$ cat config.mk
export PLATFORM = sky130hd
export DESIGN_NAME = rc4_encryptor
export DESIGN_NICKNAME = d
export VERILOG_FILES = /design/src/rtl/rc4_encryptor.sv
export SDC_FILE = /design/constraint.sdc
export NUM_CORES = 1
export LEC_CHECK = 0
export CORE_MARGIN = 2
export CORE_UTILIZATION = 60
export DETAILED_ROUTE_END_ITERATION = 8
export GPL_ROUTABILITY_DRIVEN = 0
export PLACE_DENSITY = 0.86
export SETUP_SLACK_MARGIN = 0.2
export SYNTH_ARGS = -nofsm -noshare
export SYNTH_HDL_FRONTEND = slang
export SYNTH_SLANG_ARGS = --single-unit
export TNS_END_PERCENT = 30
$ cat constraint.sdc
create_clock -name clk -period 7.5 [get_ports clk]
set_clock_uncertainty 0.15 [all_clocks]
set_input_delay 1.5 -clock clk [delete_from_list [all_inputs] [get_ports clk]]
set_output_delay 1.5 -clock clk [all_outputs]
set_load 0.02 [all_outputs]
$ cat src/rtl/rc4_encryptor.sv
// RC4 encryption engine: builds S over an external 256x8 RAM, runs KSA with a 24-bit key,
// then XORs the PRGA keystream with plaintext ROM bytes and writes ciphertext RAM.
module rc4_encryptor #(
    parameter int MSG_LEN = 32,
    parameter int ADDR_W  = 8
) (
    input  logic              clk,
    input  logic              reset_n,
    input  logic              start,
    input  logic [23:0]       secret_key,
    output logic [7:0]        s_addr,
    output logic [7:0]        s_wdata,
    output logic              s_wren,
    input  logic [7:0]        s_q,
    output logic [ADDR_W-1:0] pt_addr,
    input  logic [7:0]        pt_q,
    output logic [ADDR_W-1:0] ct_addr,
    output logic [7:0]        ct_data,
    output logic              ct_wren,
    output logic              busy,
    output logic              done
);

    localparam logic [ADDR_W:0] K_LAST = (ADDR_W + 1)'(MSG_LEN - 1);

    typedef enum logic [4:0] {
        IDLE,
        INIT,
        K_RD_I, K_WAIT_I, K_CALC, K_RD_J, K_WAIT_J, K_WR_I, K_WR_J,
        P_RD_I, P_WAIT_I, P_CALC_J, P_RD_J, P_WAIT_J, P_WR_I, P_WR_J,
        P_RD_F, P_WAIT_F, P_XOR
    } state_t;

    state_t          state;
    logic [23:0]     key;
    logic [7:0]      i;
    logic [7:0]      j;
    logic [ADDR_W:0] k;
    logic [1:0]      kmod;
    logic [7:0]      si;
    logic [7:0]      sj;
    logic [7:0]      key_byte;

    always_comb begin
        key_byte = key[23:16];
        case (kmod)
            2'd1:    key_byte = key[15:8];
            2'd2:    key_byte = key[7:0];
            default: key_byte = key[23:16];
        endcase
    end

    always_ff @(posedge clk or negedge reset_n) begin
        if (!reset_n) begin
            state   <= IDLE;
            key     <= '0;
            i       <= '0;
            j       <= '0;
            k       <= '0;
            kmod    <= '0;
            si      <= '0;
            sj      <= '0;
            s_addr  <= '0;
            s_wdata <= '0;
            s_wren  <= 1'b0;
            pt_addr <= '0;
            ct_addr <= '0;
            ct_data <= '0;
            ct_wren <= 1'b0;
            busy    <= 1'b0;
            done    <= 1'b0;
        end else begin
            s_wren  <= 1'b0;
            ct_wren <= 1'b0;
            done    <= 1'b0;
            case (state)
                IDLE: begin
                    // done still high means the run just ended: a held start waits one cycle
                    if (start && !done) begin
                        key   <= secret_key;
                        i     <= '0;
                        j     <= '0;
                        kmod  <= '0;
                        busy  <= 1'b1;
                        state <= INIT;
                    end
                end
                INIT: begin
                    s_addr  <= i;
                    s_wdata <= i;
                    s_wren  <= 1'b1;
                    i       <= i + 8'd1;
                    if (i == 8'hFF) begin
                        j     <= '0;
                        state <= K_RD_I;
                    end
                end
                K_RD_I: begin
                    s_addr <= i;
                    state  <= K_WAIT_I;
                end
                K_WAIT_I: state <= K_CALC;
                K_CALC: begin
                    si    <= s_q;
                    j     <= j + s_q + key_byte;
                    state <= K_RD_J;
                end
                K_RD_J: begin
                    s_addr <= j;
                    state  <= K_WAIT_J;
                end
                K_WAIT_J: state <= K_WR_I;
                K_WR_I: begin
                    s_addr  <= i;
                    s_wdata <= s_q;
                    s_wren  <= 1'b1;
                    state   <= K_WR_J;
                end
                K_WR_J: begin
                    s_addr  <= j;
                    s_wdata <= si;
                    s_wren  <= 1'b1;
                    i       <= i + 8'd1;
                    kmod    <= (kmod == 2'd2) ? 2'd0 : kmod + 2'd1;
                    if (i == 8'hFF) begin
                        j     <= '0;
                        k     <= '0;
                        state <= P_RD_I;
                    end else begin
                        state <= K_RD_I;
                    end
                end
                P_RD_I: begin
                    i      <= i + 8'd1;
                    s_addr <= i + 8'd1;
                    state  <= P_WAIT_I;
                end
                P_WAIT_I: state <= P_CALC_J;
                P_CALC_J: begin
                    si    <= s_q;
                    j     <= j + s_q;
                    state <= P_RD_J;
                end
                P_RD_J: begin
                    s_addr <= j;
                    state  <= P_WAIT_J;
                end
                P_WAIT_J: state <= P_WR_I;
                P_WR_I: begin
                    sj      <= s_q;
                    s_addr  <= i;
                    s_wdata <= s_q;
                    s_wren  <= 1'b1;
                    state   <= P_WR_J;
                end
                P_WR_J: begin
                    s_addr  <= j;
                    s_wdata <= si;
                    s_wren  <= 1'b1;
                    state   <= P_RD_F;
                end
                P_RD_F: begin
                    s_addr  <= si + sj;
                    pt_addr <= k[ADDR_W-1:0];
                    state   <= P_WAIT_F;
                end
                P_WAIT_F: state <= P_XOR;
                P_XOR: begin
                    ct_addr <= k[ADDR_W-1:0];
                    ct_data <= s_q ^ pt_q;
                    ct_wren <= 1'b1;
                    k       <= k + 1'b1;
                    if (k == K_LAST) begin
                        done  <= 1'b1;
                        busy  <= 1'b0;
                        state <= IDLE;
                    end else begin
                        state <= P_RD_I;
                    end
                end
                default: state <= IDLE;
            endcase
        end
    end

endmodule

# After elaboration in Yosys (flattened, before gate mapping)
# Index checks and enable logic that the tools add are counted.
totals:
  out_inout_bits: 44
  inputBits: 43
  ff_bits: 116
  word_cells: 100
classes:
  bitwise_logic: 1
  n_mux: 24
  addsub: 6
  reduce_logical: 25
  n_eq_ne: 27
op_table:
  columns: ["op", "count"]
  rows:
  - ["$pmux W5 S19", 1]
  - ["$pmux W8 S4", 2]
  - ["$eq A5 B4 Y1 const B", 8]
  - ["$pmux W8 S2", 2]
  - ["$add A8 B8 Y8", 3]
  - ["$pmux W8 S3", 1]
  - ["$eq A5 B3 Y1 const B", 4]
  - ["$pmux W9 S2", 1]
  - ["$mux W8", 2]
  - ["$eq A5 B5 Y1 const B", 3]
  - ["$eq A5 B2 Y1 const B", 2]
  - ["$mux W5", 2]
  - ["$reduce_and A2 Y1", 5]
  - ["$add A9 B1 Y9 const B", 1]
  - ["$eq A9 B5 Y1 const B", 1]
  - ["$mux W9", 1]
  - ["$add A8 B1 Y8 const B", 1]
  - ["$eq A8 B8 Y1 const B", 1]
  - ["$mux W4", 2]
  - ["$ne A2 B2 Y1 const B", 4]
  - ["$reduce_bool A2 Y1", 4]
  - ["$reduce_bool A4 Y1", 2]
  - ["$reduce_or A2 Y1", 4]
  - ["$reduce_or A4 Y1", 2]
  - ["other kinds (17)", 24]

# Depth between registers and ports, before layout
# Gate-level depths: netlist of the first run.
logic_depth:
  word_depth: 4
  ltp_mapped: 14
  mapped_depth_nobuf: 14

# Worst setup path after synthesis of the first run
# OpenSTA, ideal clock, no wires.
synth_path:
  path_type: "input-to-reg"
  from: "input port s_q[0]"
  to: "register j[7]"
  t_arrival_ns: 3.850
  slack_ns: 3.360
  setup_time_ns: 0.140
  required_ns: 7.210
  stages: 12
  cell_sequence: "ha_1 fa_1 a21o_2 a21oi_1 o21bai_1 a21oi_1 xnor2_1 ha_1 o41ai_1 xnor2_1 xnor2_1 o221ai_1"
synth_via:
  elab_chain_cells: 3
synth_lines:
  columns: ["element", "line", "rtl"]
  rows:
  - ["start, declared", "14", "input logic [7:0] s_q,"]
  - ["$add A8 B8 Y8 (*)", "105, 141", null]
  - ["$add A8 B8 Y8", "105", "j <= j + s_q + key_byte;"]
  - ["$pmux W8 S4 (*)", "76", "case (state)"]
  - ["end signal, assigned", "105", null]
  - ["end signal, assigned", "141", "j <= j + s_q;"]
  - ["end, declared", "37", "logic [7:0] j;"]
# Mark *: on every way between the ends. The rest lies on a longest branch, timed or not.
# A chain may end at the register's enable or synchronous reset.

# Worst setup path after layout of the first run
# Same ends and word-level chain as after synthesis.

==> results.md, run 1 <==
* Outcome: finished clean
* Worst-Margin Slew at 927 ps
* Fin crit period at 4660 ps
* Fmax at 215 MHz
* Gate power share at 21.1%
* Drt initial violations at 622
* Ys async rst share at 100%
* Pleak at 3.62 nW
* Root Buffer: clkbuf_8
* RSZ-0062 raised after global routing: false
* Crit path required time at 7720 ps
* Reg2Reg Launch Point: j[0]$_DFFE_PN0P_
* Port buffer count at 86
* ANT cells at 0
* Sequential area share after synthesis at 45.3%
* Width of the die at 107 um
* Reg2Reg Depth at 12
* Syn_nets at 714
* Area grow syn2layout at 22.9%
* Sequential share of power at 37.0%
* Num rows at 37
* Slowest cell delay on critical path at 550 ps
* Vias at 5456
* Hold Fails Final Rpt at 0
* Core area at 10300 um^2
* Worst path top cell family by delay: compound AO/OA/AOI/OAI gates
* Synth Cell Area at 6400 um^2
* Clock tree buffer depth at 2
* Buf/Inv on CP at 1
* VDD IR max at 0.000143 V
* Grt ovf at 0
* Max Slew Vio Count at 0
* Vias in the first global route at 5324
* Hold Buf Count CTS at 0
* Reg-to-reg slack, setup at 4030 ps
* TritonCTS clock tree: yes
* Largest net degree at the start of global routing at 61
* Fin area at 7870 um^2
* Crit path max fanout at 5
* Netlist cell types at 72
* Synth warn at 0
* Routed WL at 16900 um
* FF/Latch Area at 2900 um^2
* Resized cells post-CTS at 0
* Total global-route track usage at 30.8%
* Top_reg_cell synth: dfrtp_1
* IO Count at 87
* Power Density at 236 nW/um^2
* DR WL/cell at 19.5 um
* Min-Delay Path Class: reg2reg
* CTS buffer count at 17
* Initial core utilization at 62.0%
* Hold_sp: ct_addr[2]$_DFFE_PN0P_
* Post-synth EDFFs at 0
* Fill cells at 652
* H-Tree Level Count at 4
* Drt pass-1 iters at 6
* Worst-path clk slew at 50 ps
* Clock Sink Count at 116
* Relative slew margins at 37.8%
* CP Cell Sequence: clkdlybuf4s50_1 > ha_1 > fa_1 > a21o_2 > a21oi_1 > xnor2_1 > ha_1 > nand3_1 > o211ai_1 > o41ai_1 > xnor2_1 > xnor2_1 > o221ai_1
* DRC Markers at 0
* Setup TNS at 0 ps
* Post-DP Area at 7300 um^2
* Initial antenna violation count at 0
* Worst hold path stage count at 2
* Most frequent CP cell: xnor2_1
* Post-CTS Repair Setup Buffers at 0
* # setup viols final at 0
* RR Endpoint: j[7]$_DFFE_PN0P_
* Worst Path Arrival at 4880 ps
* Cells after Synth at 642
* CP Class: in2reg
* Worst-Skew Late Latency at 520 ps
* Clock power share at 41.9%
* Startpoint Class: input pin
* Switching part of the total at 28.0%
* Crit end category: flip-flop
* Maxcap violations at 0
* Slowest CP cell: clkdlybuf4s50_1
* Dpl hpwl at 11800 um
* Post-route ant nets at 0
* Crit share post-route at 62.1%
* Die height at 107 um
* Number of synthesized register bits at 116
* Sw Pwr at 522 uW
* Avg Inst Size Synth at 9.97 um^2
* DIE AREA at 11500 um^2
* Hold endpoint: ct_addr[2]$_DFFE_PN0P_
* First-pass GRT wire length at 27400 um
* Nets at 794
* Drt via density at 6.28
* Share of layout cells above drive strength 1 at 10.5%
* Footprint of the multi-input gates at 3290 um^2
* Int Pwr at 1.34 mW
[sequential cells by signal, summed over array words and instances, names as in the netlist]
register,flops
pt_addr,8
kmod,2
s_wren,1
j,8
s_addr,8
sj,8
ct_data,8
state,5
ct_wren,1
done,1
k,9
key,24
ct_addr,8
busy,1
i,8
s_wdata,8
si,8
[kinds of logic (layout without fill, tap and decap cells)]
kind of cell / count (synthesis) / count (layout) / share of synthesized area, %
xor gates and xnor gates: 33 / 33 / 4.51
buffers and inverters: 43 / 134 / 3.26
adders and majority gates: 29 / 29 / 6.02
and+or+nand+nor: 215 / 215 / 16.1
muxes: 41 / 41 / 7.21
AOI/OAI and AO/OA: 165 / 165 / 17.5
DFF: 116 / 116 / 45.3
[routing by layer]
layer  up-vias  part of all wire, %  global-route usage, %
li1       2462                    -                      -
met1      2621                   39                   39.7
met2       314                   49                   50.4
met3        59                  9.1                   7.51
met4         0                  3.0                   12.2
met5         -                    0                      0
[worst max path at each step]
stage	from	to	slack [ps]	depth (start not counted)
CTS	s_q[0]	j[7]$_DFFE_PN0P_	2900	13
global placement	s_q[0]	j[7]$_DFFE_PN0P_	2620	13
finish	s_q[0]	j[7]$_DFFE_PN0P_	2840	13
floorplan	s_q[0]	j[7]$_DFFE_PN0P_	3360	12
global route	s_q[0]	j[7]$_DFFE_PN0P_	2670	13
detailed placement	s_q[0]	j[7]$_DFFE_PN0P_	2390	13
[final cells by class]
class                   instances  area share, %
clock inverters                 9           1.32
well taps                     136           2.16
repair buffers                 88           11.1
multi-input cells             483           41.8
inverters                      16          0.763
flip-flops and latches        116           36.9
clock buffers                  21           5.96
[synth_stat cells (3+ instances only)]
library cell,count,area (um^2)
dfrtp_1,116,2900
nand2_1,97,364
nor2_1,48,180
a21oi_1,31,155
o21ai_1,28,140
mux2_1,27,304
ha_1,26,325
xnor2_1,24,210
o21ai_0,23,115
a22oi_1,21,158
nand3_1,15,75.1
inv_1,14,52.6
mux2_2,14,158
a31oi_1,11,68.8
buf_2,11,55.1
clkbuf_1,10,37.5
xor2_1,9,78.8
and2_1,7,43.8
and3_1,6,37.5
nand4_1,6,37.5
a21o_1,5,37.5
nor2_2,5,31.3
nor3_1,5,25.0
o21bai_1,5,37.5
a221o_1,4,40.0
a222oi_1,4,40.0
o21a_1,4,30.0
buf_4,3,22.5
buf_6,3,33.8
fa_1,3,60.1
nand2_2,3,18.8
nor4_1,3,18.8
[placed cells by master (no fill, tap or decap), types with 11 or more instances in the layout]
| master | instances |
|---|---|
| ha_1 | 26 |
| o21ai_1 | 28 |
| a31oi_1 | 11 |
| nand2_1 | 97 |
| inv_1 | 14 |
| mux2_2 | 14 |
| dfrtp_1 | 116 |
| xnor2_1 | 24 |
| nor2_1 | 48 |
| clkbuf_16 | 16 |
| a21oi_1 | 31 |
| nand3_1 | 15 |
| o21ai_0 | 23 |
| clkdlybuf4s50_1 | 85 |
| a22oi_1 | 21 |
| mux2_1 | 27 |
[per-stage QoR]
stage               util [%]  hold WS [ps]  worst slack, ps  total power, mW  instances
detailed placement      70.7           312             2390             1.07        839
CTS                     76.2           326             2900             1.85        869
finish                  76.2           325             2840             1.86        869
global route            76.2           352             2670             1.93        869
global placement        70.7           306             2620             1.04        839
floorplan                  -           292             3360            0.954        642
[power by group through the flow]
stage               Clock (mW)  Sequential, mW  Combinational [mW]
detailed placement           0           0.698               0.376
CTS                      0.781           0.687               0.382
global placement             0           0.696               0.348
floorplan                    0           0.686               0.268
global route             0.816           0.690               0.425
finish                   0.780           0.689               0.392
[worst register-to-register path, cell delays in order (launching register included)]
cell      delay (ps)
dfrtp_1          420
ha_1             230
fa_1             410
a21o_2           210
a21oi_1          260
xnor2_1          210
ha_1             330
nand3_1          100
o211ai_1         120
o41ai_1          410
xnor2_1          200
xnor2_1          140
o221ai_1         140
(Power assumes the default switching activity.)
==> run 2: changes to the inputs <==
--- a/config.mk
+++ b/config.mk
@@ -6,10 +6,10 @@
 export NUM_CORES = 1
 export LEC_CHECK = 0
 export CORE_MARGIN = 2
-export CORE_UTILIZATION = 60
+export CORE_UTILIZATION = 56
 export DETAILED_ROUTE_END_ITERATION = 8
 export GPL_ROUTABILITY_DRIVEN = 0
-export PLACE_DENSITY = 0.86
+export PLACE_DENSITY = 0.81
 export SETUP_SLACK_MARGIN = 0.2
 export SYNTH_ARGS = -nofsm -noshare
 export SYNTH_HDL_FRONTEND = slang
==> constraint.sdc (replaced) <==
create_clock -name clk -period 4.3 [get_ports clk]
set_clock_uncertainty 0.15 [all_clocks]
set_input_delay 0.86 -clock clk [delete_from_list [all_inputs] [get_ports clk]]
set_output_delay 0.86 -clock clk [all_outputs]
set_load 0.02 [all_outputs]
==> results.md, run 2 (same netlist as run 1, synthesis figures left out) <==
* Outcome: finished clean
* Drt via density at 6.08 (-3.1%)
* CP Class: in2reg
* Worst path top cell family by delay: compound AO/OA/AOI/OAI gates
* Clock tree buffer depth at 2 (unchanged)
* Highest-count cells in the layout ignoring fill and taps: dfrtp_1, nand2_1, clkdlybuf4s50_1
* Resized cells post-CTS at 0 (unchanged)
* Reg2Reg Depth at 12 (unchanged)
* # setup viols final at 0 (unchanged)
* Die height at 111 um (+3.4%)
* Crit share post-route at 91.8%
* Critical Path Stages at 13 (unchanged)
* Worst slack at placement at -13.7 ps (-2400 ps)
* RSZ-0062 raised after global routing: false
* Worst-Skew Late Latency at 420 ps (-100 ps)
* Largest net degree at the start of global routing at 61 (unchanged)
* Most frequent CP cell: xnor2_1
* DIE AREA at 12300 um^2 (+6.9%)
* Area grow syn2layout at 23.3%
* Initial core utilization at 56.8% (-5.2 points)
* Post-route ant nets at 0 (unchanged)
* Dpl hpwl at 11900 um (+1.2%)
* Port buffer count at 86 (unchanged)
* Crit path max fanout at 4 (-1)
* Share of layout cells above drive strength 1 at 10.7% (+0.23 points)
* Routed WL at 16200 um (-4.2%)
* Crit path required time at 4430 ps (-3290 ps)
* Slowest cell delay on critical path at 460 ps (-90 ps)
* Fin util at 70.1% (-6.2 points)
* Worst-Margin Slew at 892 ps (-34.7 ps)
* Relative slew margins at 40.1% (+2.3 points)
* TritonCTS clock tree: yes
* DRC Markers at 0 (unchanged)
* ANT cells at 0 (unchanged)
* Clock Sink Count at 116 (unchanged)
* Pleak at 3.64 nW (+0.52%)
* Worst Path Arrival at 4070 ps (-810 ps)
* Total global-route track usage at 28.0% (-2.8 points)
* Post-CTS Repair Setup Buffers at 0 (unchanged)
* Max Slew Vio Count at 0 (unchanged)
* Buf/Inv on CP at 1 (unchanged)
* Hold Buf Count CTS at 0 (unchanged)
* CTS buffer count at 17 (unchanged)
* Startpoint Class: input pin
* Final setup margin at 355 ps (-2490 ps)
* Biggest regs: key x24, k x9
* Num rows at 39 (+5.4%)
* Crit end category: flip-flop
* Slowest CP cell: clkdlybuf4s50_1
* Power Density at 401 nW/um^2 (+70%)
* First-pass GRT wire length at 27000 um (-1.3%)
* Worst-path clk slew at 50 ps (about the same)
* Grt ovf at 0 (unchanged)
* Fin crit period at 3950 ps
* VDD IR max at 0.000345 V (+140%)
* H-Tree Level Count at 4 (unchanged)
* Hold Fails Final Rpt at 0 (unchanged)
* Vias at 5347 (-2.0%)
* Drt initial violations at 634 (+1.9%)
* Maxcap violations at 0 (unchanged)
* DR WL/cell at 18.4 um (-5.3%)
* Nets at 799 (+0.63%)
* CP Cell Sequence: clkdlybuf4s50_1 > ha_1 > fa_1 > a21o_2 > a21oi_1 > xnor2_1 > ha_1 > nand3_1 > o211ai_1 > o41ai_1 > xnor2_1 > xnor2_1 > o221ai_1
* Drt pass-1 iters at 6 (unchanged)
* Biggest register: key
* Initial antenna violation count at 0 (unchanged)
* Fmax at 253 MHz
* Worst hold path stage count at 2 (unchanged)
* Max reg flops at 24 (unchanged)
* Core area at 11300 um^2 (+9.2%)
* Min-Delay Path Class: reg2reg
* Root Buffer: clkbuf_16
* Commonest non-fill, non-tap cell in the layout: dfrtp_1
* IO Count at 87 (unchanged)
* Vias in the first global route at 5327 (+0.056%)
* Width of the die at 111 um (+3.4%)
==> run 2: cell types whose count changed in the layout (fill, tap and decap cells not counted), sizes merged <==
| cell | change |
|---|---|
| buf | +5 |
| clkinvlp | -2 |
| bufinv | -1 |
| clkbuf | +1 |
==> run 2: final cells by class <==
type	instances	area, um^2
sequential	116	2900
fill	854	3380
multi-input combinational	483	3290
clock buffer	22	484
tap	143	179
timing repair buffer	93	923
clock inverter	6	55.1
inverter	16	60.1
==> run 2: where the power goes <==
| group | switching (mW) | leakage (nW) | total (mW) | internal (mW) |
|---|---|---|---|---|
| logic | 0.347 | 1.88 | 0.667 | 0.320 |
| registers | 0.0560 | 1.49 | 1.20 | 1.14 |
| clock network | 0.464 | 0.273 | 1.30 | 0.834 |
==> run 2: final timing paths <==
path / startpoint / end / slack, ps
setup / recovery: s_q[0] / j[7]$_DFFE_PN0P_ / 350
hold / removal: ct_addr[1]$_DFFE_PN0P_ / ct_addr[1]$_DFFE_PN0P_ / 320
setup reg to reg: j[0]$_DFFE_PN0P_ / j[7]$_DFFE_PN0P_ / 890
hold reg to reg: ct_addr[1]$_DFFE_PN0P_ / ct_addr[1]$_DFFE_PN0P_ / 320
max in group asynchronous: reset_n / i[4]$_DFFE_PN0P_ / 2880
min in group asynchronous: reset_n / pt_addr[0]$_DFFE_PN0P_ / 350
==> run 2: worst register-to-register path, delay by kind of cell (launching register included) <==
| family | cells | cell delay [ps] |
|---|---|---|
| and+or+nand+nor | 1 | 100 |
| xor gates and xnor gates | 3 | 560 |
| DFF | 1 | 400 |
| AOI/OAI and AO/OA | 5 | 1060 |
| adders and majority gates | 3 | 990 |
==> run 2: per-stage QoR <==
stage                     TNS (ps)  instance area, um^2  hold slack [ps]  cells  power, mW
after global placement           0                 7360              306    851       1.83
after CTS                        0                 7900              325    879       3.17
after detailed placement     -13.7                 7360              312    851       1.87
after floorplan                  0                 6400              292    642       1.66
after global routing             0                 7900              336    879       3.31
final                            0                 7900              319    879       3.16
==> run 2: layer usage <==
layer / track usage (%) / share of wire [%] / up-vias
met2: 42.6 / 48 / 249
met1: 36.1 / 40 / 2578
li1: - / - / 2468
met5: 0 / 0 / -
met3: 7.55 / 7.6 / 52
met4: 16.4 / 4.4 / 0
